### src/rtl/mem_pkg.sv
// Shared encodings, FSM states and size helper for the MEM-stage byte sequencer.
package mem_pkg;

  localparam logic [1:0] SIZE_BYTE = 2'b00;
  localparam logic [1:0] SIZE_HALF = 2'b01;
  localparam logic [1:0] SIZE_WORD = 2'b10;
  localparam logic [1:0] SIZE_ILL  = 2'b11;

  typedef enum logic [1:0] {
    IDLE = 2'd0,
    XFER = 2'd1,
    RESP = 2'd2
  } state_e;

  // Byte count of a request; the illegal encoding maps to 0.
  function automatic logic [2:0] size_to_bytes(input logic [1:0] size);
    logic [2:0] n;
    case (size)
      SIZE_BYTE: n = 3'd1;
      SIZE_HALF: n = 3'd2;
      SIZE_WORD: n = 3'd4;
      default:   n = 3'd0;
    endcase
    return n;
  endfunction

endpackage

### src/rtl/mem_access_sequencer_if.sv
// Pipeline request/response handshake plus the 8-bit data-memory port.
interface mem_access_sequencer_if #(
  parameter int unsigned ADDR_W = 32
);
  logic              req_valid;
  logic              req_rw;
  logic [1:0]        req_size;
  logic              req_signed;
  logic [ADDR_W-1:0] req_addr;
  logic [31:0]       req_wdata;
  logic              ready;
  logic              done;
  logic              err;
  logic [31:0]       rdata;
  logic              mem_en;
  logic              mem_rw;
  logic [ADDR_W-1:0] mem_addr;
  logic [7:0]        mem_wdata;
  logic [7:0]        mem_rdata;

  // Pipeline plus memory environment side.
  modport master (
    output req_valid, req_rw, req_size, req_signed, req_addr, req_wdata, mem_rdata,
    input  ready, done, err, rdata, mem_en, mem_rw, mem_addr, mem_wdata
  );

  // Sequencer side.
  modport slave (
    input  req_valid, req_rw, req_size, req_signed, req_addr, req_wdata, mem_rdata,
    output ready, done, err, rdata, mem_en, mem_rw, mem_addr, mem_wdata
  );
endinterface

### src/rtl/mem_load_extend.sv
// Sign/zero extension of the right-aligned load accumulator to 32 bits.
module mem_load_extend (
  input  logic [31:0] acc,
  input  logic [2:0]  n_bytes,
  input  logic        is_signed,
  output logic [31:0] result
);

  // Pick the sign bit of the top loaded byte and replicate it (or zero).
  always_comb begin
    case (n_bytes)
      3'd1:    result = {{24{is_signed & acc[7]}}, acc[7:0]};
      3'd2:    result = {{16{is_signed & acc[15]}}, acc[15:0]};
      default: result = acc;
    endcase
  end

endmodule

### src/rtl/mem_access_sequencer.sv
// Splits one byte/half/word load or store into big-endian single-byte accesses.
module mem_access_sequencer
  import mem_pkg::*;
#(
  parameter int unsigned ADDR_W    = 32,
  parameter int unsigned MEM_BYTES = 256
) (
  input logic             clk,
  input logic             reset,
  mem_access_sequencer_if.slave bus
);

  // One extra bit so addr + n near the top of the address space cannot wrap.
  localparam logic [ADDR_W:0] MemLimit = (ADDR_W+1)'(MEM_BYTES);

  state_e            state_q, state_d;
  logic [ADDR_W-1:0] addr_q;
  logic [2:0]        n_q;
  logic [1:0]        idx_q;
  logic              rw_q;
  logic              signed_q;
  logic [31:0]       wdata_q;
  logic [31:0]       acc_q;
  logic [31:0]       rdata_q;
  logic              err_q;

  logic [2:0]        req_n;
  logic [ADDR_W:0]   req_end;
  logic              req_legal;
  logic              accept;
  logic              start;
  logic [2:0]        n_m1;
  logic              last_byte;
  logic [1:0]        lane;
  logic [31:0]       ext_result;
  logic [31:0]       resp_data;

  assign req_n     = size_to_bytes(bus.req_size);
  assign req_end   = {1'b0, bus.req_addr} + (ADDR_W+1)'(req_n);
  assign accept    = (state_q == IDLE) && bus.req_valid;
  assign start     = accept && req_legal;
  assign n_m1      = n_q - 3'd1;
  assign last_byte = ({1'b0, idx_q} == n_m1);
  // Byte (n-1-idx) of the store data; mod-4 arithmetic covers n = 4.
  assign lane      = n_m1[1:0] - idx_q;
  assign resp_data = rw_q ? 32'd0 : ext_result;

  // Request legality: encoding, alignment and range.
  always_comb begin
    req_legal = 1'b1;
    if (bus.req_size == SIZE_ILL) req_legal = 1'b0;
    if (bus.req_size == SIZE_HALF && bus.req_addr[0]) req_legal = 1'b0;
    if (bus.req_size == SIZE_WORD && bus.req_addr[1:0] != 2'b00) req_legal = 1'b0;
    if (req_end > MemLimit) req_legal = 1'b0;
  end

  mem_load_extend u_load_extend (
    .acc       (acc_q),
    .n_bytes   (n_q),
    .is_signed (signed_q),
    .result    (ext_result)
  );

  // State register.
  always_ff @(posedge clk) begin
    if (reset) state_q <= IDLE;
    else       state_q <= state_d;
  end

  // Next-state logic.
  always_comb begin
    state_d = state_q;
    case (state_q)
      IDLE:    if (start) state_d = XFER;
      XFER:    if (last_byte) state_d = RESP;
      RESP:    state_d = IDLE;
      default: state_d = IDLE;
    endcase
  end

  // Request latch, byte counter, load accumulator and response hold.
  always_ff @(posedge clk) begin
    if (reset) begin
      addr_q   <= '0;
      n_q      <= 3'd0;
      idx_q    <= 2'd0;
      rw_q     <= 1'b0;
      signed_q <= 1'b0;
      wdata_q  <= 32'd0;
      acc_q    <= 32'd0;
      rdata_q  <= 32'd0;
      err_q    <= 1'b0;
    end else begin
      err_q <= accept && !req_legal;
      if (start) begin
        addr_q   <= bus.req_addr;
        n_q      <= req_n;
        idx_q    <= 2'd0;
        rw_q     <= bus.req_rw;
        signed_q <= bus.req_signed;
        wdata_q  <= bus.req_wdata;
        acc_q    <= 32'd0;
        rdata_q  <= 32'd0;
      end else if (state_q == XFER) begin
        idx_q <= last_byte ? 2'd0 : idx_q + 2'd1;
        if (!rw_q) acc_q <= {acc_q[23:0], bus.mem_rdata};
      end else if (state_q == RESP) begin
        rdata_q <= resp_data;
      end
    end
  end

  // Handshake and memory-port outputs.
  always_comb begin
    bus.ready     = (state_q == IDLE);
    bus.done      = (state_q == RESP);
    bus.err       = err_q;
    bus.rdata     = (state_q == RESP) ? resp_data : rdata_q;
    bus.mem_en    = 1'b0;
    bus.mem_rw    = 1'b0;
    bus.mem_addr  = '0;
    bus.mem_wdata = 8'd0;
    if (state_q == XFER) begin
      bus.mem_en   = 1'b1;
      bus.mem_rw   = rw_q;
      bus.mem_addr = addr_q + ADDR_W'(idx_q);
      if (rw_q) bus.mem_wdata = wdata_q[{lane, 3'b000} +: 8];
    end
  end

endmodule
### src/flat_wrapper.sv
// flat-port wrapper written by rule: the top's interface ports become plain ports
module mem_access_sequencer_flat import mem_pkg::*;
#(
  parameter int unsigned ADDR_W    = 32,
  parameter int unsigned MEM_BYTES = 256
)
  (clk, reset, bus_req_valid, bus_req_rw, bus_req_size, bus_req_signed, bus_req_addr, bus_req_wdata, bus_mem_rdata, bus_ready, bus_done, bus_err, bus_rdata, bus_mem_en, bus_mem_rw, bus_mem_addr, bus_mem_wdata);
  mem_access_sequencer_if #(.ADDR_W(ADDR_W)) bus_i ();
  input logic clk;
  input logic reset;
  input wire logic [$bits(bus_i.req_valid)-1:0] bus_req_valid;
  input wire logic [$bits(bus_i.req_rw)-1:0] bus_req_rw;
  input wire logic [$bits(bus_i.req_size)-1:0] bus_req_size;
  input wire logic [$bits(bus_i.req_signed)-1:0] bus_req_signed;
  input wire logic [$bits(bus_i.req_addr)-1:0] bus_req_addr;
  input wire logic [$bits(bus_i.req_wdata)-1:0] bus_req_wdata;
  input wire logic [$bits(bus_i.mem_rdata)-1:0] bus_mem_rdata;
  output wire logic [$bits(bus_i.ready)-1:0] bus_ready;
  output wire logic [$bits(bus_i.done)-1:0] bus_done;
  output wire logic [$bits(bus_i.err)-1:0] bus_err;
  output wire logic [$bits(bus_i.rdata)-1:0] bus_rdata;
  output wire logic [$bits(bus_i.mem_en)-1:0] bus_mem_en;
  output wire logic [$bits(bus_i.mem_rw)-1:0] bus_mem_rw;
  output wire logic [$bits(bus_i.mem_addr)-1:0] bus_mem_addr;
  output wire logic [$bits(bus_i.mem_wdata)-1:0] bus_mem_wdata;
  assign bus_i.req_valid = bus_req_valid;
  assign bus_i.req_rw = bus_req_rw;
  assign bus_i.req_size = bus_req_size;
  assign bus_i.req_signed = bus_req_signed;
  assign bus_i.req_addr = bus_req_addr;
  assign bus_i.req_wdata = bus_req_wdata;
  assign bus_i.mem_rdata = bus_mem_rdata;
  assign bus_ready = bus_i.ready;
  assign bus_done = bus_i.done;
  assign bus_err = bus_i.err;
  assign bus_rdata = bus_i.rdata;
  assign bus_mem_en = bus_i.mem_en;
  assign bus_mem_rw = bus_i.mem_rw;
  assign bus_mem_addr = bus_i.mem_addr;
  assign bus_mem_wdata = bus_i.mem_wdata;
  mem_access_sequencer #(.ADDR_W(ADDR_W), .MEM_BYTES(MEM_BYTES)) u_core (.clk(clk), .reset(reset), .bus(bus_i));
endmodule
### config.mk
export PLATFORM = sky130hd
export DESIGN_NAME = mem_access_sequencer_flat
export DESIGN_NICKNAME = d
export VERILOG_FILES = /design/src/rtl/mem_pkg.sv /design/src/rtl/mem_access_sequencer_if.sv /design/src/rtl/mem_load_extend.sv /design/src/rtl/mem_access_sequencer.sv /design/src/flat_wrapper.sv
export SDC_FILE = /design/constraint.sdc
export NUM_CORES = 1
export LEC_CHECK = 0
export CAP_MARGIN = 20
export CELL_PAD_IN_SITES_DETAIL_PLACEMENT = 0
export CELL_PAD_IN_SITES_GLOBAL_PLACEMENT = 1
export CORE_UTILIZATION = 33
export DETAILED_ROUTE_END_ITERATION = 10
export PLACE_DENSITY = 0.78
export SLEW_MARGIN = 30
export SYNTH_ARGS = -nofsm -noshare
export SYNTH_HDL_FRONTEND = slang
export SYNTH_SLANG_ARGS = --single-unit
### constraint.sdc
create_clock -name clk -period 2.85 [get_ports clk]
set_input_delay 0.4275 -clock clk [delete_from_list [all_inputs] [get_ports clk]]
set_output_delay 0.4275 -clock clk [all_outputs]
set_load 0.1 [all_outputs]
After elaboration in Yosys (flattened, before gate mapping)
Cells that the tools add are included.
{"block": "totals", "regBits": 138, "out_inout_bits": 77, "wordCells": 59}
{"block": "classes", "addsub": 5, "magnitude_cmp": 1, "n_eq_ne": 10, "shifts": 1, "n_mux": 17, "bitwise": 3, "reduce_logical": 12}
{"op": "$mux W32", "count": 3}
{"op": "$pmux W32 S2", "count": 1}
{"op": "$add A32 B3 Y33", "count": 1}
{"op": "$gt A33 B9 Y1 const B", "count": 1}
{"op": "$add A32 B2 Y32", "count": 1}
{"op": "$shiftx A32 B6 Y8", "count": 1}
{"op": "$mux W8", "count": 2}
{"op": "$pmux W3 S3", "count": 1}
{"op": "$eq A2 B2 Y1 const B", "count": 3}
{"op": "$mux W1", "count": 6}
{"op": "$mux W2", "count": 3}
{"op": "$logic_and A1 B1 Y1", "count": 5}
{"op": "$eq A2 B1 Y1 const B", "count": 2}
{"op": "$logic_not A2 Y1", "count": 2}
{"op": "$ne A2 B1 Y1 const B", "count": 2}
{"op": "$pmux W2 S2", "count": 1}
{"op": "$reduce_and A2 Y1", "count": 2}
{"op": "$eq A2 B3 Y1", "count": 1}
{"op": "$eq A3 B1 Y1 const B", "count": 1}
{"op": "$eq A3 B2 Y1 const B", "count": 1}
{"op": "$sub A3 B1 Y3 const B", "count": 1}
{"op": "$add A2 B1 Y2 const B", "count": 1}
{"op": "$and A1 B1 Y1", "count": 2}
{"op": "$reduce_bool A2 Y1", "count": 1}
{"op": "other kinds (4)", "count": 4}

Depth between registers and ports, before layout
Gate-level depths: netlist of the first run.
{"block": "logic_depth", "depth_word": 8, "ltp_mapped": 13, "ltp_nobuf": 10}

Modules after synthesis
A second synthesis of the first run with hierarchy kept.
{"block": "unflattened", "hier_cells": 872, "area_unflattened_um2": 7764.9}
{"module": "mem_access_sequencer", "n_inst": 1, "cells_each": 828, "area_each_um2": 7415.9, "seq_area_each_um2": 2762.6}
{"module": "mem_load_extend", "n_inst": 1, "cells_each": 44, "area_each_um2": 349.1, "seq_area_each_um2": 0.0}

Worst setup path after synthesis of the first run
No wires, ideal clock.
{"block": "synth_path", "kind": "register to output", "startpoint": "register u_core.state_q[0]", "endpoint": "output bus_rdata[16]", "arrival_time_ps": 3513, "setup_slack_ps": -1091, "stages_incl_launch_ff": 8, "n_path_buf": 3, "cell_sequence": "dfxtp_1 nand2b_1 clkbuf_1 or2_2 clkbuf_1 a21o_1 clkbuf_1 o21ai_0"}
{"block": "synth_between", "elab_chain_cells": 2}
{"element": "start, declared", "line": "mem_access_sequencer.sv:16", "text": "state_e state_q, state_d;"}
{"element": "start signal, assigned", "line": "mem_access_sequencer.sv:67", "text": "else state_q <= state_d;"}
{"element": "$eq A2 B2 Y1", "line": "mem_access_sequencer.sv:118", "text": "bus.rdata = (state_q == RESP) ? resp_data : rdata_q;"}
{"element": "$mux W32", "line": "mem_access_sequencer.sv:118"}
{"element": "end, declared", "line": "flat_wrapper.sv:21", "text": "output wire logic [$bits(bus_i.rdata)-1:0] bus_rdata;"}
Every way passes these cells.

Worst setup path after layout of the first run
{"block": "layout_path", "startpoint": "register u_core.addr_q[1]", "endpoint": "output bus_mem_addr[29]"}
{"block": "layout_between", "elab_chain_cells": 2}
{"element": "start, declared", "line": "mem_access_sequencer.sv:17", "text": "logic [ADDR_W-1:0] addr_q;"}
{"element": "start signal, assigned", "line": "mem_access_sequencer.sv:96", "text": "addr_q <= bus.req_addr;"}
{"element": "$add A32 B2 Y32", "line": "mem_access_sequencer.sv:126", "text": "bus.mem_addr = addr_q + ADDR_W'(idx_q);"}
{"element": "$mux W32", "line": "mem_access_sequencer.sv:123", "text": "if (state_q == XFER) begin"}
{"element": "end, declared", "line": "flat_wrapper.sv:24", "text": "output wire logic [$bits(bus_i.mem_addr)-1:0] bus_mem_addr;"}
Every way passes these cells.

==> results of run 1 <==
-- registers in the layout, summed over array words and instances, names as in the netlist --
| register | flops |
|---|---|
| u_core.acc_q | 32 |
| u_core.addr_q | 32 |
| u_core.bus.err | 1 |
| u_core.idx_q | 2 |
| u_core.n_q | 3 |
| u_core.rdata_q | 32 |
| u_core.rw_q | 1 |
| u_core.signed_q | 1 |
| u_core.state_q | 2 |
| u_core.wdata_q | 32 |
-- worst min-delay path, delay by kind of cell --
family	cells	cell delay, ns
AO/OA/AOI/OAI	1	0.06
buffers and inverters	2	0.23
AND/OR/NAND/NOR	1	0.06
-- metrics by stage --
stage / TNS [ns] / util [%]
3_5_place_dp: -93.15 / 49.38
5_1_grt: -2.992 / 56.44
4_1_cts: -2.073 / 54.61
6_report: -0.4942 / 56.44
3_3_place_gp: -84.51 / 49.38
2_1_floorplan: -31.36 / -
-- where the power goes --
| group | leakage (nW) | total, mW | switching [mW] | internal, mW |
|---|---|---|---|---|
| clock | 0.283 | 2.17 | 0.844 | 1.33 |
| combinational | 2.66 | 0.365 | 0.164 | 0.201 |
| sequential | 1.12 | 1.93 | 0.000213 | 1.93 |
| total | 4.06 | 4.47 | 1.01 | 3.46 |
-- worst max-delay path by stage --
stage	endpoint	slack [ns]	cells after the start
2_1_floorplan	bus_rdata[0]	-0.47	4
3_3_place_gp	u_core.rdata_q[26]$_SDFFE_PP0N_	-0.67	12
3_5_place_dp	u_core.rdata_q[16]$_SDFFE_PP0N_	-0.74	12
4_1_cts	bus_mem_addr[29]	-0.18	9
5_1_grt	bus_mem_addr[19]	-0.18	10
6_report	bus_mem_addr[29]	-0.1	10
-- metal layers --
layer  share of wire, %  global-route usage [%]  routed length, µm  vias up
met1                 46                   27.77              10320     3405
met3                5.0                   4.068               1116       30
met4                1.8                   6.907                401        0
met5                  0                       0                  0        -
met2                 47                   31.70              10540      198
li1                   -                       -                  -     3571
-- logic make-up (layout without fill, tap and decap cells) --
| kind of cell | after synthesis | count (layout) | share of synthesized area [%] |
|---|---|---|---|
| muxes | 11 | 11 | 3.040 |
| and+or+nand+nor | 398 | 398 | 28.58 |
| adders and majority gates | 11 | 11 | 2.194 |
| buffers and inverters | 92 | 333 | 5.611 |
| AOI/OAI and AO/OA | 204 | 204 | 15.95 |
| xor gates and xnor gates | 39 | 39 | 4.910 |
| DFF | 138 | 138 | 39.71 |
-- placed cells by master, fill, tap and decap left out, drive strengths merged, types with 3 or more instances in the layout --
| cell type | instances |
|---|---|
| nor2 | 89 |
| nor3 | 14 |
| a21o | 3 |
| o21ai | 85 |
| a31o | 3 |
| clkbuf | 26 |
| ha | 9 |
| or3 | 3 |
| a21oi | 94 |
| and2 | 13 |
| nand2b | 14 |
| clkdlybuf4s50 | 71 |
| nor2b | 34 |
| mux4 | 8 |
| clkinvlp | 4 |
| xnor2 | 29 |
| and3 | 8 |
| xor2 | 10 |
| clkinv | 7 |
| buf | 193 |
| dfxtp | 138 |
| inv | 28 |
| nand2 | 119 |
| nand3 | 16 |
| nand4 | 63 |
| or4 | 3 |
| and4 | 11 |
| nor4 | 5 |
| a211oi | 3 |
-- area by class of cell --
class | count | area share, %
inverter | 30 | 1.042
clock buffer | 21 | 3.993
timing repair buffer | 271 | 29.22
sequential | 138 | 24.09
clock inverter | 11 | 1.053
tap | 270 | 2.930
multi-input combinational | 663 | 37.67
-- what timing repair did --
action / 4_1_cts / 5_1_grt
setup buffers: 16 / 15
hold buffers: 0 / 0
setup endpoints to repair: 168 / 166
resized for setup: 49 / 99
pin swaps: 27 / 36
gates cloned: 4 / 4
==> results.md, run 1 <==
* Die width at 147.2 µm
* Max_cap viols at 0
* Worst-path maximum fanout at 3
* Fin cells at approximately 1.4k
* Final worst-path cycle share at 103.4%
* Synth cell count leaders: 138 x dfxtp_1, 119 x nand2_1, 94 x a21oi_1, 89 x nor2_1, 85 x o21ai_0
* Worst R2R End: u_core.wdata_q[5]$_SDFFE_PP0P_
* Status: complete, but fails checks
* GRT Residual Overflow at 0
* Seq/Total Area, Yosys at about two fifths
* Initial drt markers at 513
* Crit-path leading delay family: simple AND/OR/NAND/NOR gates
* Design area at roughly 0.012 mm²
* Max stage delay cell, worst path: dfxtp_4
* Count of final hold-check violations at 0
* Area share of the largest cell type after synthesis at roughly two fifths
* Max Slew Vio Count at 0
* Placed Area at 0.01009 mm²
* TritonRoute pass-1 iters at 4
* Worst IR Drop VDD at about 0.28 mV
* Sequential Area at ~0.0028 mm²
* Diode count at 0
* Main synth FF type: dfxtp_1
* # placed instances at around 1.3k
* Num CTS Buffers at 17
* Power Total at 4.467 mW
* CP Class: reg -> out
* GP Congestion at 0.8816
* Final clock skew at ~0.0094 ns
* CTS Root Cell: clkbuf_16
* H-tree levels at 4
* Count leader, synth: dfxtp_1
* Worst-case clock buffer depth at 2
* Die area at approximately 0.022 mm²
* Hold_sp: bus_req_addr[0]
* Worst hold stages at 4
* Post-synthesis average cell area at 7.790 µm²
* Critical path, cell by cell: ha_4 > a21o_1 > nand4_1 > buf_4 > nor4_4 > and3_4 > nand3_4 > xnor2_4 > nor2_4 > buf_12
* Worst reg2reg path startpoint: u_core.state_q[0]$_SDFFE_PP0P_
* Failing checks: negative setup slack
* Worst path bufs/invs at 2
* Via/cell ratio at about 5
* Total track usage at ~20%
* Routed len/inst at around 16 µm
* Post-Route WL at about 22,000 µm
* Std cell rows at 52
* Top post-synthesis cells by area: dfxtp_1 40%, a21oi_1 6.8%, nand2_1 6.4%, o21ai_0 6.1%, nand4_1 5.7%
* Post-synth EDFFs at 0
* FF-to-FF path depth at 8
* Worst Hold Endpoint: u_core.addr_q[0]$_SDFFE_PP0P_
* Setup WS pre-CTS at -0.7432 ns
* Crit path DAT at between 2 and 3 ns
* Setup slack, reg-to-reg at 0.58 ns
* Worst min path class: in -> reg
* Relative slew slack at about 53%
* Antenna viol nets, final at 0
* Crit path capture type: output port
* Critical Path RT at around 2.4 ns
* I/O pin count at 156
* Initial core utilization at between 30% and 40%
* DRC at 0
* CTS tree: yes
* Hold slack at approximately 0.4 ns
* Yosys cell types at 54
* Least-Margin Pin Slew at 0.7116 ns
* PortBufs at ~160
* Clock Pin Slew Worst Setup and Hold Paths at ~0.05 ns
* Mapped Area at between 0.006 and 0.007 mm²
* FFs w/ async S/R, synth at 0%
* Die Height at between 100 and 150 µm
* Share of post-route cells with drive strength above 1 at around a third
* CP startpoint kind: flop
* Fillcell total at approximately 1.9k
* Hpwl dp at 14,970 µm
* Final nets at between 1k and 1.5k
* Layout area overhead at 65.76%
* Vias post-DR at just over 7k
* Static leakage at between 4 and 5 nW
* Worst skew pair latency at 0.42 ns
* Multi-input logic area at 0.004344 mm²
* Period minus WS final at ~3 ns
* Flops & latches, synth at ~140
* Synth area leader: dfxtp_1
* RSZ-0062 raised after global routing: true
* Synthesis Warnings at 0
* Core Region at roughly 0.020 mm²
* Critical Path Max Stage Delay at about 0.36 ns
* Final setup fails at 15
* Number of global-route vias before repair at roughly 6.8k
* Max Clock Freq at roughly 340 MHz
* Syn_nets at ~980
* Syn Inst Count at between 800 and 900
* CTS sink count at 138
* Final WS setup at -0.09756 ns
* Pwr dens at 387.4 mW/mm²
* Initial antenna violation count at 0
* Largest net degree at the start of global routing at 49
* Crit path from: u_core.addr_q[1]$_SDFFE_PP0P_
* Global-route wire length before repair at around 35,000 µm
Note: power is estimated with default switching activity, not from simulation.
==> run 2: changes to the inputs <==
- ABC_CLOCK_PERIOD_IN_PS: unset -> 2850
- CTS_CLUSTER_DIAMETER: unset -> 60
- CTS_CLUSTER_SIZE: unset -> 25
==> results of run 2 <==
Final layout, timing and power as in run 1 (identical DEF).
==> run 3: changes to the inputs <==
- ABC_AREA: unset -> 1
- CORE_UTILIZATION: 33 -> 32
==> run 3 against run 2 <==
The run still ends with negative setup slack left. Wire length grew 5.0%. Total power grew 3.2%. Synthesized cell count grew 42%. Critical endpoint is now bus_mem_addr[20].
==> results.md, run 3 <==
* Routed len/inst at 12.71 µm
* Top post-synthesis cells by area: dfxtp_1 35%, nand2_1 14%, nor2_1 14%, inv_1 8.2%, a21oi_1 5.0%
* Worst skew pair latency at 0.42 ns
* Final WS setup at -0.2984 ns
* Num CTS Buffers at 17
* Seq/Total Area, Yosys at about 35%
* Placed Area at around 0.011 mm²
* Layout area overhead at 63.17%
* Least-Margin Pin Slew at ~0.56 ns
* Antenna viol nets, final at 0
* Vias post-DR at ~8.4k
* Design area at about 0.013 mm²
* Syn Inst Count at 1,265
* H-tree levels at 4
* Max Clock Freq at about 320 MHz
* Critical path, cell by cell: ha_4 > fa_2 > nand2_2 > nor2_4 > nand2_2 > nor2_4 > nand2_4 > nor2_4 > nand2_2 > nor4_4 > nand2_2 > nor2_4 > a21oi_2 > nor3_4 > buf_12
* Max stage delay cell, worst path: dfxtp_2
* Yosys cell types at 41
* Worst-case clock buffer depth at 2
* Pwr dens at about 360 mW/mm²
* Final worst-path cycle share at 110.5%
* Die area at 0.02506 mm²
* Final nets at roughly 1.6k
* GP Congestion at 0.8853
* Synth cell count leaders: 300 x nand2_1, 298 x nor2_1, 170 x inv_1, 138 x dfxtp_1, 78 x a21oi_1
* Post-Route WL at 23,490 µm
* Relative slew slack at between 60% and 70%
* Fillcell total at around 2.4k
* Status: complete, but fails checks
* Clock Pin Slew Worst Setup and Hold Paths at around 0.070 ns
* Worst-path maximum fanout at 2
* Worst min path class: in -> reg
* Crit-path leading delay family: simple AND/OR/NAND/NOR gates
* Fin cells at ~1.8k
* CP startpoint kind: flop
* Largest net degree at the start of global routing at 64
* Final setup fails at 17
* Crit path capture type: output port
* Sequential Area at approximately 0.0028 mm²
* Synthesis Warnings at 0
* Initial core utilization at about a third
* Worst IR Drop VDD at 0.2462 mV
* PortBufs at ~160
* Max Slew Vio Count at 0
* Flops & latches, synth at between 100 and 150
* Worst path bufs/invs at 1
* Post-synthesis average cell area at around 6.2 µm²
* GRT Residual Overflow at 0
* Most common cell after layout, fill and taps aside: nand2_1
* CTS Root Cell: clkbuf_16
* Number of global-route vias before repair at 8,133
* Syn_nets at 1,355
* CTS sink count at 138
* DRC at 0
* Area share of the largest cell type after synthesis at 35.34%
* Final clock skew at just over 0.009 ns
* Mapped Area at around 0.0078 mm²
* Crit path DAT at approximately 2.7 ns
* Initial drt markers at roughly 360
* Count leader, synth: nand2_1
* Post-Route Setup TNS at -2.617 ns
* Synth area leader: dfxtp_1
* # placed instances at around 1.8k
* Post-synth EDFFs at 0
* FFs w/ async S/R, synth at 0%
* Static leakage at 5.505 nW
* Period minus WS final at 3.148 ns
* CP Class: reg -> out
* RSZ-0062 raised after global routing: true
* Std cell rows at 56
* Global-route wire length before repair at a little under 40,000 µm
* Die width at about 160 µm
* Power Total at around 4.6 mW
* Initial antenna violation count at 0
* Critical Path Max Stage Delay at 0.35 ns
* Most frequent cells in the layout: 279 x nand2_1, 267 x nor2_1, 168 x inv_1, 133 x dfxtp_1, 107 x buf_4
* Share of post-route cells with drive strength above 1 at around a quarter
* CTS tree: yes
* TritonRoute pass-1 iters at 5
* Count of final hold-check violations at 0
* Failing checks: negative setup slack
* Hpwl dp at 17,320 µm
* Total track usage at 19.36%
* Critical Path RT at around 2.4 ns
* Core Region at ~0.024 mm²
* Multi-input logic area at 0.004857 mm²
* Via/cell ratio at around 4.6
* Hold_buf cts at 0
* I/O pin count at about 160
* Diode count at 0
* Main synth FF type: dfxtp_1
* Die Height at around 160 µm
* Max_cap viols at 0
## run 3: cell types whose count changed after synthesis, moves of 33 or more
cell	before	now
nor2_1	89	298
nand2_1	119	300
inv_1	30	170
nand4_1	63	20
o21ai_0	85	47
nor2b_1	34	1
## run 3: final cells by class
class,count,area share [%]
clock buffer,17,3.335
multi-input combinational,899,38.08
tap,319,3.129
inverter,178,5.267
sequential,138,21.73
clock inverter,15,1.511
timing repair buffer,283,26.95
## run 3: where the power goes
group	internal (mW)	leakage, nW	switching (mW)
combinational	0.195	4.09	0.174
clock	1.34	0.302	0.972
sequential	1.93	1.11	0.000693
total	3.46	5.51	1.15
## run 3: final timing paths
kind | start | end | cells after the start | slack, ns
worst min-delay path | bus_req_addr[2] | u_core.addr_q[2]$_SDFFE_PP0P_ | 3 | 0.39
worst max register to register | u_core.n_q[0]$_SDFFE_PP0P_ | u_core.idx_q[1]$_SDFFE_PP0P_ | 10 | 1.06
worst min register to register | u_core.acc_q[31]$_SDFFE_PP0P_ | u_core.acc_q[31]$_SDFFE_PP0P_ | 2 | 0.48
worst max-delay path | u_core.idx_q[0]$_SDFFE_PP0P_ | bus_mem_addr[20] | 15 | -0.30
## run 3: worst min-delay path: cells and delay by family
kind	cells	cell delay, ns
buf+inv	1	0.19
simple gates	2	0.16
## run 3: per-stage QoR
| stage | utilization [%] | hold WS (ns) | worst slack, ns |
|---|---|---|---|
| finish | 53.86 | 0.3876 | -0.2984 |
| global route | 53.86 | 0.4087 | -0.4927 |
| CTS | 52.95 | 0.4748 | -0.3251 |
| detailed placement | 48.07 | 0.4635 | -0.8348 |
| global placement | 48.02 | 0.4530 | -0.7871 |
| floorplan | - | 0.4313 | -0.6946 |
## run 3: repair_timing
action | CTS | global route
setup buffers | 25 | 11
pin swaps | 26 | 23
gates resized for setup | 87 | 61
endpoints found under the setup margin | 179 | 181
cloned | 2 | 0
## run 3: routing by layer
| layer | GRT usage (%) | share of wire, % |
|---|---|---|
| met4 | 5.174 | 1.5 |
| met2 | 33.12 | 49 |
| met3 | 3.293 | 3.9 |
| met5 | 0 | 0 |
| met1 | 24.97 | 45 |
## run 3: cell families after synthesis
logic type	count (synthesis)	synth area share, %
XOR/XNOR	11	1.232
buffers and inverters	228	12.26
adder cells (fa/ha/maj)	11	1.953
AND/OR/NAND/NOR	708	37.04
AO/OA/AOI/OAI	169	12.18
flip-flops	138	35.34
